`src/rtl/vswap_engine.sv`:
```
// vswap_engine: burst swap/copy engine between two memories, one word per READ/WRITE cycle pair.
module vswap_engine #(
    parameter int AW = 32,
    parameter int DW = 8,
    parameter int LW = 4
) (
    input  logic          clk,
    input  logic          rst,
    input  logic          start,
    input  logic [1:0]    mode,
    input  logic [AW-1:0] addra,
    input  logic [AW-1:0] addrb,
    input  logic [LW-1:0] len,
    output logic          busy,
    output logic          done,
    output logic          err,
    output logic [AW-1:0] mem_a_raddr,
    output logic          mem_a_ren,
    input  logic [DW-1:0] mem_a_rdata,
    output logic [AW-1:0] mem_a_waddr,
    output logic [DW-1:0] mem_a_wdata,
    output logic          mem_a_wen,
    output logic [AW-1:0] mem_b_raddr,
    output logic          mem_b_ren,
    input  logic [DW-1:0] mem_b_rdata,
    output logic [AW-1:0] mem_b_waddr,
    output logic [DW-1:0] mem_b_wdata,
    output logic          mem_b_wen
);
    localparam logic [1:0] IDLE = 2'd0, READ = 2'd1, WRITE = 2'd2, DONE = 2'd3;
    logic [1:0]    state, mode_q;
    logic [AW-1:0] base_a, base_b;
    logic [LW-1:0] len_q, i, i_nx;
    logic [DW-1:0] buf_a, buf_b;
    logic          src_a, src_b;
    // A is read for swap and A->B copy; B is read for swap and B->A copy
    assign src_a = mode_q != 2'd2;
    assign src_b = mode_q != 2'd1;
    assign i_nx = i + LW'(1);
    // Enables decode straight from state so an async reset kills them at once
    assign busy = state != IDLE;
    assign done = state == DONE;
    assign mem_a_ren = state == READ && src_a;
    assign mem_b_ren = state == READ && src_b;
    assign mem_a_wen = state == WRITE && src_b;
    assign mem_b_wen = state == WRITE && src_a;
    assign mem_a_wdata = buf_b;
    assign mem_b_wdata = buf_a;
    always_ff @(posedge clk or posedge rst) begin
        if (rst) begin
            state <= IDLE;
            mode_q <= 2'd0;
            base_a <= '0;
            base_b <= '0;
            len_q <= '0;
            i <= '0;
            buf_a <= '0;
            buf_b <= '0;
            err <= 1'b0;
            mem_a_raddr <= '0;
            mem_b_raddr <= '0;
            mem_a_waddr <= '0;
            mem_b_waddr <= '0;
        end else begin
            err <= 1'b0;
            case (state)
                IDLE: if (start) begin
                    if (mode == 2'd3) begin
                        err <= 1'b1;
                    end else begin
                        mode_q <= mode;
                        base_a <= addra;
                        base_b <= addrb;
                        len_q <= len;
                        i <= '0;
                        state <= len != '0 ? READ : DONE;
                        if (len != '0 && mode != 2'd2) mem_a_raddr <= addra;
                        if (len != '0 && mode != 2'd1) mem_b_raddr <= addrb;
                    end
                end
                READ: begin
                    if (src_a) buf_a <= mem_a_rdata;
                    if (src_b) buf_b <= mem_b_rdata;
                    if (src_b) mem_a_waddr <= base_a + AW'(i);
                    if (src_a) mem_b_waddr <= base_b + AW'(i);
                    state <= WRITE;
                end
                WRITE: begin
                    if (i == len_q - LW'(1)) begin
                        state <= DONE;
                    end else begin
                        i <= i_nx;
                        if (src_a) mem_a_raddr <= base_a + AW'(i_nx);
                        if (src_b) mem_b_raddr <= base_b + AW'(i_nx);
                        state <= READ;
                    end
                end
                default: state <= IDLE;
            endcase
        end
    end
endmodule

```
`config.mk`:
```
export PLATFORM = sky130hd
export DESIGN_NAME = vswap_engine
export DESIGN_NICKNAME = d
export VERILOG_FILES = /design/src/rtl/vswap_engine.sv
export SDC_FILE = /design/constraint.sdc
export NUM_CORES = 1
export LEC_CHECK = 0
export CORE_MARGIN = 8
export CORE_UTILIZATION = 54
export DETAILED_ROUTE_END_ITERATION = 10
export DONT_BUFFER_PORTS = 1
export PLACE_DENSITY = 0.79
export SLEW_MARGIN = 10
export SYNTH_ARGS = -nofsm -noshare
export SYNTH_HDL_FRONTEND = slang
export SYNTH_SLANG_ARGS = --single-unit
```
`constraint.sdc`:
```
create_clock -name clk -period 8.85 [get_ports clk]
set_clock_uncertainty 0.05 [all_clocks]
set_input_delay 0 -clock clk [delete_from_list [all_inputs] [get_ports clk]]
set_output_delay 0 -clock clk [all_outputs]
set_load 0.01 [all_outputs]
```
### After elaboration in Yosys (flattened, before gate mapping)

Cells that the tools add are included.

* equal/unequal tests: 16
* multiplexer cells: 24
* bitwise gates (word level): 1
* reductions and logical operators: 17
* add/sub/neg operators: 6

Operators with widths (number)
* $mux W32: 10
* $add A32 B4 Y32: 4
* $pmux W32 S2: 2
* $ne A2 B2 Y1 const B: 9
* $mux W4: 3
* $reduce_and A6 Y1: 2
* $mux W2: 4
* $pmux W4 S2: 1
* $eq A2 B2 Y1 const B: 3
* $logic_and A1 B1 Y1: 6
* $pmux W2 S3: 1
* $reduce_and A2 Y1: 3
* $add A4 B1 Y4 const B: 1
* $eq A4 B4 Y1: 1
* $ne A2 B1 Y1 const B: 2
* $reduce_and A4 Y1: 1
* $reduce_bool A2 Y1: 2
* $reduce_bool A4 Y1: 1
* $sub A4 B1 Y4 const B: 1
* $mux W1: 3
* $reduce_and A3 Y1: 1
* $eq A2 B1 Y1 const B: 1
* $logic_not A2 Y1: 1
* $not A1 Y1: 1

* output and inout port bits: 151
* register bits after elaboration: 221
* bits of input ports: 89

### Longest topological paths before layout

Gate-level depths: netlist (run 1).

* depth in word-level cells: 6
* gate-level depth with buffers: 10

### Least setup slack after synthesis (run 1)

No wires, ideal clock.

* path kind: register to register
* start point: reg i[1]
* end point: reg mem_b_raddr[30]
* required time: 8.705 ns
* path buffers: 0
* setup slack: 6.149 ns
* arrival: 2.556 ns
* cell stages (with the launch flop): 10
* cell sequence: dfrtp_1 -> ha_1 -> xor2_1 -> ha_1 -> nand3_1 -> a2111oi_2 -> nand4_1 -> xnor2_1 -> nor2_1 -> o31ai_1

* cells in the longest elaborated chain, start to end: 5
* elaborated cells on any way between the ends: 8
* those cells by class: add/sub (2); eq/ne (2); mux (3); reduce/logical (1)

Ends and longest elaborated chain
* start, declared: RTL line 33 `logic [LW-1:0] len_q, i, i_nx;`
* start signal, assigned: RTL line 92 `i <= i_nx;`
* $add A4 B1 Y4: RTL line 39 `assign i_nx = i + LW'(1);`
* $add A32 B4 Y32: RTL line 94 `if (src_b) mem_b_raddr <= base_b + AW'(i_nx);`
* $mux W32: RTL line 94
* $mux W32: RTL line 89 `if (i == len_q - LW'(1)) begin`
* $pmux W32 S2: RTL line 66 `case (state)`
* end signal, assigned: RTL line 78 `if (len != '0 && mode != 2'd1) mem_b_raddr <= addrb;`
* end signal, assigned: RTL line 94
* end, declared: RTL line 23 `output logic [AW-1:0] mem_b_raddr,`

Several ways; a longest one is shown, not always the timed one. The select of a mux whose other input is x is not followed.
A chain may end at the register's enable or synchronous reset.

### Final worst setup path (run 1)

Same ends and word-level chain as after synthesis.

==> results.ini, run 1 <==
[run_status]
status=finished clean

[logic_synthesis]
ys_types=48
ys_ff_latch=221
synth_edf_count=0
synth_cells=1182
mappedNetlistArea_um2=11600
ys_seq_area_share_pct=47.8
avgSynthCellArea_um2=9.78
ys_async_sr_fraction_pct=100
syn_nets=1293
yosysWarnings=0
synth_top_flop_cell=dfrtp_1

[timing]
drv_slew=0
period_minus_slack_ns=3.42
period_share_pct=38.7
final-hold-violation-count=0
max_slew_margin_pct=19.8
clock.fmax_mhz=292
fin_tns_setup_ns=0
setup_viol=0
tightest_slew_ns=1.20
rsz0062_at_grt=no

[die]
core_um2=21000
fp.dieH_um=162
die_x_um=162
num_rows=53
io_pins=240
die_area_um2=26300
start_util_pct=55.0

[route]
wl_met3_um=2900
post_drt_wl_per_cell_um=20.7
met2WireLength_um=15100
drcViolationCount=0
wl_um=31500
top_layer_used=met4
antenna_left=0
drt_iter0_drc=749
wl_met1_um=12700
vias_per_cell=5.96
vias=9055
firstDrtPassIters=5

[min_path]
min_path_type=input port to flip-flop

[clocking]
clk_pin_slew_worst_paths_ns=0.06
numCtsBuffers=24
cts_num_sinks=221
clock_insertion_delay_worst_skew_ns=0.51
clockBufferDepth=3
cts-htree-levels=1
cts_tree=built
ctsRootBufferMaster=clkbuf_16

[critical_path]
cp_slowest_cell=a2111oi_2
cpPeakStageDelay_ns=1.06
crit_type=flip-flop to flip-flop
crit_chain=ha_1 > xor2_1 > ha_1 > a21oi_1 > a2111oi_2 > nand4_1 > xnor2_1 > nor2_1 > o31ai_1
cp.required_ns=9.22
worst-path-buf-inv=0
crit_arrival_ns=3.79
cpMostUsedCell=ha_1
crit_path_start_kind=flip-flop
crit_fanout=8
cp-end-kind=flip-flop
cp_top_family=compound AO/OA/AOI/OAI gates

[placement]
io_buffers=0
place_congestion=0.875
dp_hpwl_um=21300

[layout]
synthToLayoutAreaGrowth_pct=16.0
drive_gt1_share_pct=12.0
layout.nets=1339
final_util_pct=63.8

[run]
drv_cap=0

[grt]
grt_first_pass_wirelength_um=50400
grtUsageTotal_pct=23.6
grt_max_degree=143
grt_pass1_vias=8991
grt.overflow.total=0
grt_antenna_before_repair=1

[power_and_ir_drop]
powerDensity_nw_per_um2=383
ir_drop_uv=188
p_leak_nw=5.53

-- cell usage in the layout (no fill, tap or decap), types with 5 or more instances in the layout --
| cell type | n |
|---|---|
| a211oi_1 | 11 |
| a21o_1 | 12 |
| a21oi_1 | 53 |
| and2_1 | 8 |
| and3_1 | 11 |
| buf_4 | 8 |
| clkbuf_1 | 6 |
| clkbuf_16 | 25 |
| clkbuf_8 | 6 |
| dfrtp_1 | 221 |
| dlygate4sd3_1 | 91 |
| ha_1 | 18 |
| inv_1 | 9 |
| mux2_2 | 81 |
| mux2i_1 | 30 |
| nand2_1 | 174 |
| nand3_1 | 25 |
| nand4_1 | 34 |
| nor2_1 | 117 |
| nor2b_1 | 6 |
| nor3_1 | 18 |
| nor4_1 | 9 |
| o21ai_0 | 83 |
| o31ai_1 | 5 |
| o31ai_2 | 10 |
| xnor2_1 | 91 |
| xor2_1 | 28 |
-- cell families after synthesis --
group	after synthesis	synth area share [%]
AND/OR/NAND/NOR	429	16.7
flip-flops	221	47.8
AO/OA/AOI/OAI	190	9.91
XOR/XNOR	120	9.22
multiplexers	111	10.5
buffers and inverters	89	3.16
adder cells (fa/ha/maj)	22	2.64
-- final timing paths --
kind / start / endpoint / slack, ns / cells after the start
setup / recovery: i[1] / mem_b_raddr[30] / 5.43 / 9
hold / removal: mode[1] / mem_a_raddr[27] / 0.03 / 3
setup reg to reg: i[1] / mem_b_raddr[30] / 5.43 / 9
hold reg to reg: len_q[3] / len_q[3] / 0.49 / 1
max in group asynchronous: rst / mem_b_raddr[16] / 6.95 / 3
min in group asynchronous: rst / mem_a_waddr[30] / 0.21 / 2
-- layout make-up --
type / count / area, µm²
diodes: 1 / 2.50
fillers: 1639 / 7610
flip-flops and latches: 221 / 5530
repair buffers: 99 / 971
inverters: 10 / 45.0
well taps: 275 / 344
clock inverters: 5 / 82.6
multi-input cells: 872 / 5710
clock buffers: 37 / 731
-- repair_timing --
item                       in CTS  in global routing
hold buffers                   91                  0
buffers inserted                0                  0
setup endpoints to repair       0                  0
hold endpoints to repair      294                  0
resized for setup               0                  0
-- registers in the layout (all words and copies together) (netlist names) --
signal / cells
err: 1
state: 2
base_a: 32
mem_b_waddr: 32
base_b: 32
mem_b_wdata: 8
len_q: 4
i: 4
mem_b_raddr: 32
mode_q: 2
mem_a_wdata: 8
mem_a_raddr: 32
mem_a_waddr: 32
-- per-stage QoR --
step / power [W] / instances / setup slack [ns] / cell area [µm²] / hold slack [ns]
after global placement: 0.00397 / 1386 / 5.46 / 11700 / 0.0583
after CTS: 0.00515 / 1519 / 5.33 / 13400 / 0.0141
after global routing: 0.00549 / 1520 / 5.18 / 13400 / 0.0379
after detailed placement: 0.00406 / 1386 / 5.31 / 11700 / 0.0655
after floorplan: 0.00356 / 1182 / 2.75 / 11600 / 0.0554
final: 0.00513 / 1520 / 5.43 / 13400 / 0.0265
-- routing by layer --
metal  GRT usage [%]  up-vias
li1                -     4159
met1            30.6     4436
met2            37.9      401
met3            6.30       59
met4            7.37        0
met5               0        -
-- worst min-delay path, stage by stage --
cell and delay (ns):
o21ai_0 0.14, a31oi_1 0.33, a21oi_1 0.07
-- cells in the mapped netlist (3+ instances only) --
master | instances | area (µm²)
nor3b_1 | 3 | 22.5
xor2_1 | 28 | 245
nor4_1 | 9 | 56.3
a21oi_1 | 53 | 265
mux2_2 | 81 | 912
mux2i_1 | 30 | 300
nand2_1 | 174 | 653
xnor2_1 | 91 | 797
nor2_1 | 118 | 443
o31ai_2 | 10 | 125
o31ai_1 | 5 | 37.5
a211oi_1 | 11 | 82.6
buf_1 | 10 | 37.5
and3_1 | 11 | 68.8
buf_2 | 12 | 60.1
and4_1 | 4 | 35.0
o21ai_0 | 83 | 415
nand3_1 | 27 | 135
a21o_1 | 12 | 90.1
inv_1 | 10 | 37.5
and2_1 | 8 | 50.1
nand4_1 | 34 | 213
nand2b_1 | 5 | 31.3
nor3_1 | 18 | 90.1
ha_1 | 18 | 225
nand3b_1 | 4 | 30.0
o21ai_1 | 4 | 20.0
clkbuf_1 | 54 | 203
fa_1 | 4 | 80.1
nor2b_1 | 7 | 43.8
o21bai_1 | 3 | 22.5
dfrtp_1 | 221 | 5530
-- power by group --
| part | switching (W) | internal, W | total, W |
|---|---|---|---|
| Combinational | 0.00101 | 0.000830 | 0.00184 |
| Sequential | 0.000752 | 0.00152 | 0.00227 |
| Clock | 0.000405 | 0.000624 | 0.00103 |
| Total | 0.00216 | 0.00297 | 0.00513 |
Note: power is estimated with default switching activity, not from simulation.
==> inputs of run 2 (changes only) <==
ABC_AREA = 1   (was unset)
PLACE_DENSITY = 0.82   (was 0.79)
clock period = 3.1 ns   (was 8.85 ns; I/O delays follow)
==> run 2 against run 1 <==
Effect of this change:
- power rose to 3.0 times the previous value
- worst hold slack got worse by 0.0056 ns
- core utilization is 0.11 points lower
- combinational power rose to 3.2 times the previous value
- non-clock buffer count up 22
- design area grew 9.8%
==> results.ini, run 2 <==
[timing]
clock.fmax_mhz=346  ; was 292 MHz
setup_viol=0  ; unchanged
tightest_slew_ns=1.14  ; was 1.20 ns
drv_slew=0  ; unchanged
fin_tns_setup_ns=0  ; unchanged
period_minus_slack_ns=2.89  ; was 3.42 ns
final-hold-violation-count=0  ; unchanged
period_share_pct=93.1  ; was 38.7%
max_slew_margin_pct=24.2  ; was 19.8%
rsz0062_at_grt=no  ; unchanged

[logic_synthesis]
ys_types=26  ; was 48
avgSynthCellArea_um2=6.80  ; was 9.78 µm²
yosysWarnings=0  ; unchanged
synth_top_flop_cell=dfrtp_1  ; unchanged
syn_nets=1957  ; was 1293
ys_ff_latch=221  ; unchanged
ys_seq_area_share_pct=44.0  ; was 47.8%
synthTopCellsByArea=dfrtp_1 44%, nand2_1 22%, nand3_1 8.1%  ; was dfrtp_1 48%, mux2_2 7.9%, xnor2_1 6.9%
synth_edf_count=0  ; unchanged
synth_common_cells=748 x nand2_1, 221 x dfrtp_1, 210 x nor2_1  ; was 221 x dfrtp_1, 174 x nand2_1, 118 x nor2_1
synth_largest_area_cell=dfrtp_1  ; unchanged
yosysTopAreaCellShare_pct=44.0  ; was 47.8%
synth_most_common_cell=nand2_1  ; was dfrtp_1
ys_async_sr_fraction_pct=100  ; unchanged
synth_cells=1846  ; was 1182
mappedNetlistArea_um2=12600  ; was 11600 µm²

[route]
drcViolationCount=0  ; unchanged
drt_iter0_drc=1280  ; was 749
post_drt_wl_per_cell_um=19.1  ; was 20.7 µm
wl_um=42800  ; was 31500 µm
firstDrtPassIters=6  ; was 5
vias_per_cell=5.65  ; was 5.96
top_layer_used=met5  ; was met4
wl_met1_um=17000  ; was 12700 µm
antenna_left=0  ; unchanged
met2WireLength_um=20300  ; was 15100 µm
wl_met3_um=3740  ; was 2900 µm
vias=12680  ; was 9055

[grt]
grtUsageTotal_pct=29.5  ; was 23.6%
grt_antenna_before_repair=3  ; was 1
grt_first_pass_wirelength_um=66700  ; was 50400 µm
grt_pass1_vias=12058  ; was 8991
grt.overflow.total=0  ; unchanged
grt_max_degree=94  ; was 143

[die]
io_pins=240  ; unchanged
core_um2=23100  ; was 21000 µm²
fp.dieH_um=169  ; was 162 µm
start_util_pct=54.3  ; was 55.0%
die_x_um=169  ; was 162 µm
die_area_um2=28400  ; was 26300 µm²
num_rows=56  ; was 53

[run]
drv_cap=0  ; unchanged

[critical_path]
rr_worst_depth=13  ; was 9
crit_path_start_kind=flip-flop  ; unchanged
cp-end-kind=flip-flop  ; unchanged
cp.required_ns=3.47  ; was 9.22 ns
crit_type=flip-flop to flip-flop  ; unchanged
r2r_slack_ns=0.21  ; was 5.43 ns
crit_fanout=9  ; was 8
crit_arrival_ns=3.26  ; was 3.79 ns
r2r_start=i[1]  ; unchanged
r2r-end=mem_a_raddr[5]  ; was mem_b_raddr[30]

[power_and_ir_drop]
ir_drop_uv=579  ; was 188 µV
power_w=0.0153  ; was 0.00513 W
powerDensity_nw_per_um2=1040  ; was 383 nW/µm²
p_leak_nw=7.43  ; was 5.53 nW

[clocking]
cts_resized=0  ; unchanged
cts_tree=built  ; unchanged
clk_pin_slew_worst_paths_ns=0.06  ; about the same
cts_num_sinks=221  ; unchanged
clockBufferDepth=3  ; unchanged
clock_insertion_delay_worst_skew_ns=0.53  ; was 0.51 ns
cts-htree-levels=1  ; unchanged
numCtsBuffers=25  ; was 24
ctsRootBufferMaster=clkbuf_16  ; unchanged

[layout]
synthToLayoutAreaGrowth_pct=17.3  ; was 16.0%
layout_commonest_cell=nand2_1  ; was dfrtp_1
final_util_pct=63.7  ; was 63.8%
final_cell_mix=748 x nand2_1, 221 x dfrtp_1, 210 x nor2_1, 202 x nand3_1, 159 x inv_1  ; was 221 x dfrtp_1, 174 x nand2_1, 117 x nor2_1, 91 x xnor2_1, 91 x dlygate4sd3_1
layout.nets=2044  ; was 1339
instances_no_fill=2243  ; was 1520
drive_gt1_share_pct=4.10  ; was 12.0%

[min_path]
min_path_type=input port to asynchronous set/reset pin  ; was input port to flip-flop

[placement]
dpl.cell_count=2094  ; was 1386
io_buffers=0  ; unchanged
dp_hpwl_um=30200  ; was 21300 µm
place_congestion=0.983  ; was 0.875

[run_status]
status=finished clean  ; unchanged

[run 2: worst max path at each step]
stage | startpoint | end | cells past startpoint
global placement | i[1] | mem_b_raddr[12] | 13
detailed placement | i[1] | mem_b_raddr[12] | 13
global route | i[1] | mem_a_raddr[5] | 13
floorplan | rst | base_a[0] | 1
CTS | i[1] | mem_a_raddr[5] | 13
finish | i[1] | mem_a_raddr[5] | 13
[run 2: kinds of logic after synthesis]
logic type,Yosys count,share of synthesized area [%]
simple gates,1194,38.4
buf+inv,228,7.22
flops,221,44.0
compound gates,165,6.77
fa+ha+maj,22,2.43
xor+xnor,14,0.976
mux,2,0.179
[run 2: critical path, stage by stage, from the launching register on]
cell,delay (ns)
dfrtp_1,0.50
ha_1,0.26
xnor2_1,0.16
inv_1,0.08
ha_1,0.38
inv_1,0.06
nand2_1,0.16
nand3_1,0.13
nand2_1,0.44
nand2_1,0.17
nand3_1,0.13
o21ai_0,0.12
nand2_1,0.11
nand2_1,0.05
[run 2: final cells by class]
class / count / area, µm²
fillers: 2002 / 8390
clock buffers: 33 / 696
well taps: 290 / 363
inverters: 167 / 631
flip-flops and latches: 221 / 5530
clock inverters: 12 / 151
repair buffers: 121 / 1200
multi-input cells: 1397 / 6150
diodes: 2 / 5.00
[run 2: power breakdown]
group | internal, W | total, W | switching, W
Clock | 0.00183 | 0.00306 | 0.00123
Combinational | 0.00197 | 0.00597 | 0.00400
Sequential | 0.00429 | 0.00627 | 0.00198
Total | 0.00809 | 0.0153 | 0.00721
[run 2: stage by stage]
step / instance area [µm²] / hold WS (ns) / setup slack, ns
2_1_floorplan: 12600 / 0.0667 / 0.168
6_report: 14700 / 0.0210 / 0.213
3_5_place_dp: 12900 / -0.0331 / 0.403
5_1_grt: 14700 / 0.0576 / 0.0554
4_1_cts: 14700 / 0.0232 / 0.343
3_3_place_gp: 12900 / -0.0294 / 0.473
[run 2: layer usage]
layer,global-route usage (%),up-vias
li1,-,6013
met3,6.45,110
met4,12.6,2
met5,0,-
met2,49.1,603
met1,36.6,5952
[run 2: what timing repair did]
action	CTS	global route
hold endpoints to repair	378	0
buffers inserted	0	0
hold buffers	102	0
==> inputs of run 3 (changes only) <==
ABC_CLOCK_PERIOD_IN_PS = 3100   (was unset)
BUFFER_PORTS_ARGS = -buffer_cell sky130_fd_sc_hd__buf_2   (was unset)
CORE_UTILIZATION = 51   (was 54)
DONT_BUFFER_PORTS = unset   (was 1)
PLACE_DENSITY = 0.87   (was 0.82)
==> run 3 against run 2 <==
Effect of this change:
- core utilization up 2.2 points
- critical path depth unchanged
- worst hold slack better by 0.14 ns
- largest power group is now combinational logic
- combinational power up 25%
- sequential power down 11%
==> results.ini, run 3 (synthesis gave the netlist of run 2 again) <==
[layout]
fin_area_um2=16000  ; was 14700 µm²
layout_commonest_cell=nand2_1  ; unchanged
layout.nets=2274  ; was 2044
final_util_pct=65.9  ; was 63.7%
multi_input_area_um2=6150  ; unchanged
drive_gt1_share_pct=14.6  ; was 4.10%
register_area_um2=5530  ; unchanged
final_cell_mix=748 x nand2_1, 239 x buf_2, 221 x dfrtp_1, 210 x nor2_1, 202 x nand3_1  ; was 748 x nand2_1, 221 x dfrtp_1, 210 x nor2_1, 202 x nand3_1, 159 x inv_1
synthToLayoutAreaGrowth_pct=27.1  ; was 17.3%
nFillCells=2037  ; was 2002
diodes=0  ; was 2

[clocking]
clk_pin_slew_worst_paths_ns=0.06  ; about the same
ctsRootBufferMaster=clkbuf_16  ; unchanged
cts_resized=0  ; unchanged
clock_insertion_delay_worst_skew_ns=0.54  ; was 0.53 ns
cts_num_sinks=221  ; unchanged
clockBufferDepth=3  ; unchanged
cts_tree=built  ; unchanged
cts-htree-levels=1  ; unchanged
numCtsBuffers=25  ; unchanged

[die]
io_pins=240  ; unchanged
core_um2=24200  ; was 23100 µm²
die_x_um=173  ; was 169 µm
num_rows=57  ; was 56
die_area_um2=29900  ; was 28400 µm²
start_util_pct=51.8  ; was 54.3%
fp.dieH_um=173  ; was 169 µm

[critical_path]
crit_path_start_kind=flip-flop  ; unchanged
crit_type=flip-flop to flip-flop  ; unchanged
crit_fanout=10  ; was 9
crit_chain=ha_1 > xnor2_1 > inv_1 > ha_1 > inv_1 > nand2_1 > nand3_1 > nand2_1 > nand3_1 > nand2_1 > nand3_1 > nand2_1 > nand2_1  ; was ha_1 > xnor2_1 > inv_1 > ha_1 > inv_1 > nand2_1 > nand3_1 > nand2_1 > nand2_1 > nand3_1 > o21ai_0 > nand2_1 > nand2_1
cp.required_ns=3.45  ; was 3.47 ns
crit_arrival_ns=3.14  ; was 3.26 ns
cpPeakStageDelay_ns=0.52  ; was 0.50 ns
cp-end-kind=flip-flop  ; unchanged
cp_slowest_cell=dfrtp_1  ; unchanged
cpMostUsedCell=nand2_1  ; unchanged

[timing]
period_share_pct=89.8  ; was 93.1%
clock.fmax_mhz=359  ; was 346 MHz
final-hold-violation-count=0  ; unchanged
period_minus_slack_ns=2.78  ; was 2.89 ns
holdWs_ns=0.157  ; was 0.0210 ns
drv_slew=0  ; unchanged
fin_ws_ns=0.317  ; was 0.213 ns
tightest_slew_ns=1.12  ; was 1.14 ns
max_slew_margin_pct=25.2  ; was 24.2%
rsz0062_at_grt=no  ; unchanged
setup_viol=0  ; unchanged
fin_tns_setup_ns=0  ; unchanged

[grt]
use_met2_pct=48.1  ; was 49.1%
grt_first_pass_wirelength_um=70500  ; was 66700 µm
grt.overflow.total=0  ; unchanged
grt-busiest-layer=met2  ; unchanged
grtUsageTotal_pct=28.7  ; was 29.5%
grt_antenna_before_repair=0  ; was 3
grt_max_degree=94  ; unchanged
use_met1_pct=34.4  ; was 36.6%
grt_pass1_vias=13492  ; was 12.1k
grtUsageMet3_pct=7.14  ; was 6.45%

[placement]
dp_hpwl_um=30800  ; was 30200 µm
place_congestion=0.962  ; was 0.983
post_dp_cell_area_um2=14100  ; was 12900 µm²
io_buffers=239  ; was 0
place_ws_ns=0.359  ; was 0.403 ns

[route]
vias=13649  ; was 12.7k
antenna_left=0  ; unchanged
firstDrtPassIters=8  ; was 6
post_drt_wl_per_cell_um=17.5  ; was 19.1 µm
drcViolationCount=0  ; unchanged
drt_iter0_drc=1299  ; was 1280
vias_per_cell=5.45  ; was 5.65
wl_um=43900  ; was 42800 µm

[power_and_ir_drop]
ir_drop_uv=595  ; was 579 µV
powerDensity_nw_per_um2=1020  ; was 1040 nW/µm²
p_leak_nw=8.43  ; was 7.43 nW

[run_status]
status=finished clean  ; unchanged

[run]
drv_cap=0  ; unchanged

[min_path]
min_path_type=input port to flip-flop  ; was input port to asynchronous set/reset pin

==> run 3: worst max-delay path: cells and delay by family, from the launching register on <==
| family | cells | cell delay [ns] |
|---|---|---|
| simple gates | 8 | 1.12 |
| fa+ha+maj | 2 | 0.64 |
| flops | 1 | 0.52 |
| xor+xnor | 1 | 0.18 |
| buf+inv | 2 | 0.15 |
==> run 3: power by group <==
| part | total [W] | internal (W) | leakage [nW] | switching (W) |
|---|---|---|---|---|
| clock network | 0.00328 | 0.00203 | 0.450 | 0.00125 |
| logic | 0.00747 | 0.00258 | 5.32 | 0.00489 |
| registers | 0.00559 | 0.00429 | 2.65 | 0.00130 |
==> run 3: per-stage QoR <==
step           cells  total power [W]
6_report        2506           0.0163
5_1_grt         2506           0.0176
4_1_cts         2506           0.0162
3_5_place_dp    2365           0.0128
3_3_place_gp    2365           0.0126
2_1_floorplan   1846          0.00994
==> run 3: repair_timing <==
| action | in CTS | in global routing |
|---|---|---|
| hold buffers | 95 | 0 |
| setup buffers | 0 | 0 |
| setup endpoints to repair | 0 | 0 |
| hold endpoints to repair | 356 | 0 |
==> run 3: area by class of cell <==
class	instances	area share, %
Timing Repair Buffer	351	14.6
Tap cell	324	2.54
Sequential cell	221	34.6
Multi-Input combinational cell	1397	38.5
Clock inverter	9	0.971
Inverter	167	3.95
Clock buffer	37	4.76
==> run 3: per-layer routing <==
layer  part of all wire, %  up-vias
met5                     0        -
met3                   9.5      142
met4                   4.7        0
met1                    39     6349
met2                    47      703
li1                      -     6455
==> run 3: final timing paths <==
kind | startpoint | cells past startpoint | slack [ns] | end
max in group asynchronous | rst | 6 | 1.47 | mem_b_waddr[23]
hold / removal | mem_b_rdata[2] | 4 | 0.16 | mem_a_wdata[2]
setup reg to reg | i[1] | 13 | 0.32 | mem_a_raddr[19]
min in group asynchronous | rst | 4 | 0.52 | mem_b_wdata[3]
hold reg to reg | mem_a_wdata[0] | 2 | 0.42 | mem_a_wdata[0]
setup / recovery | i[1] | 13 | 0.32 | mem_a_raddr[19]
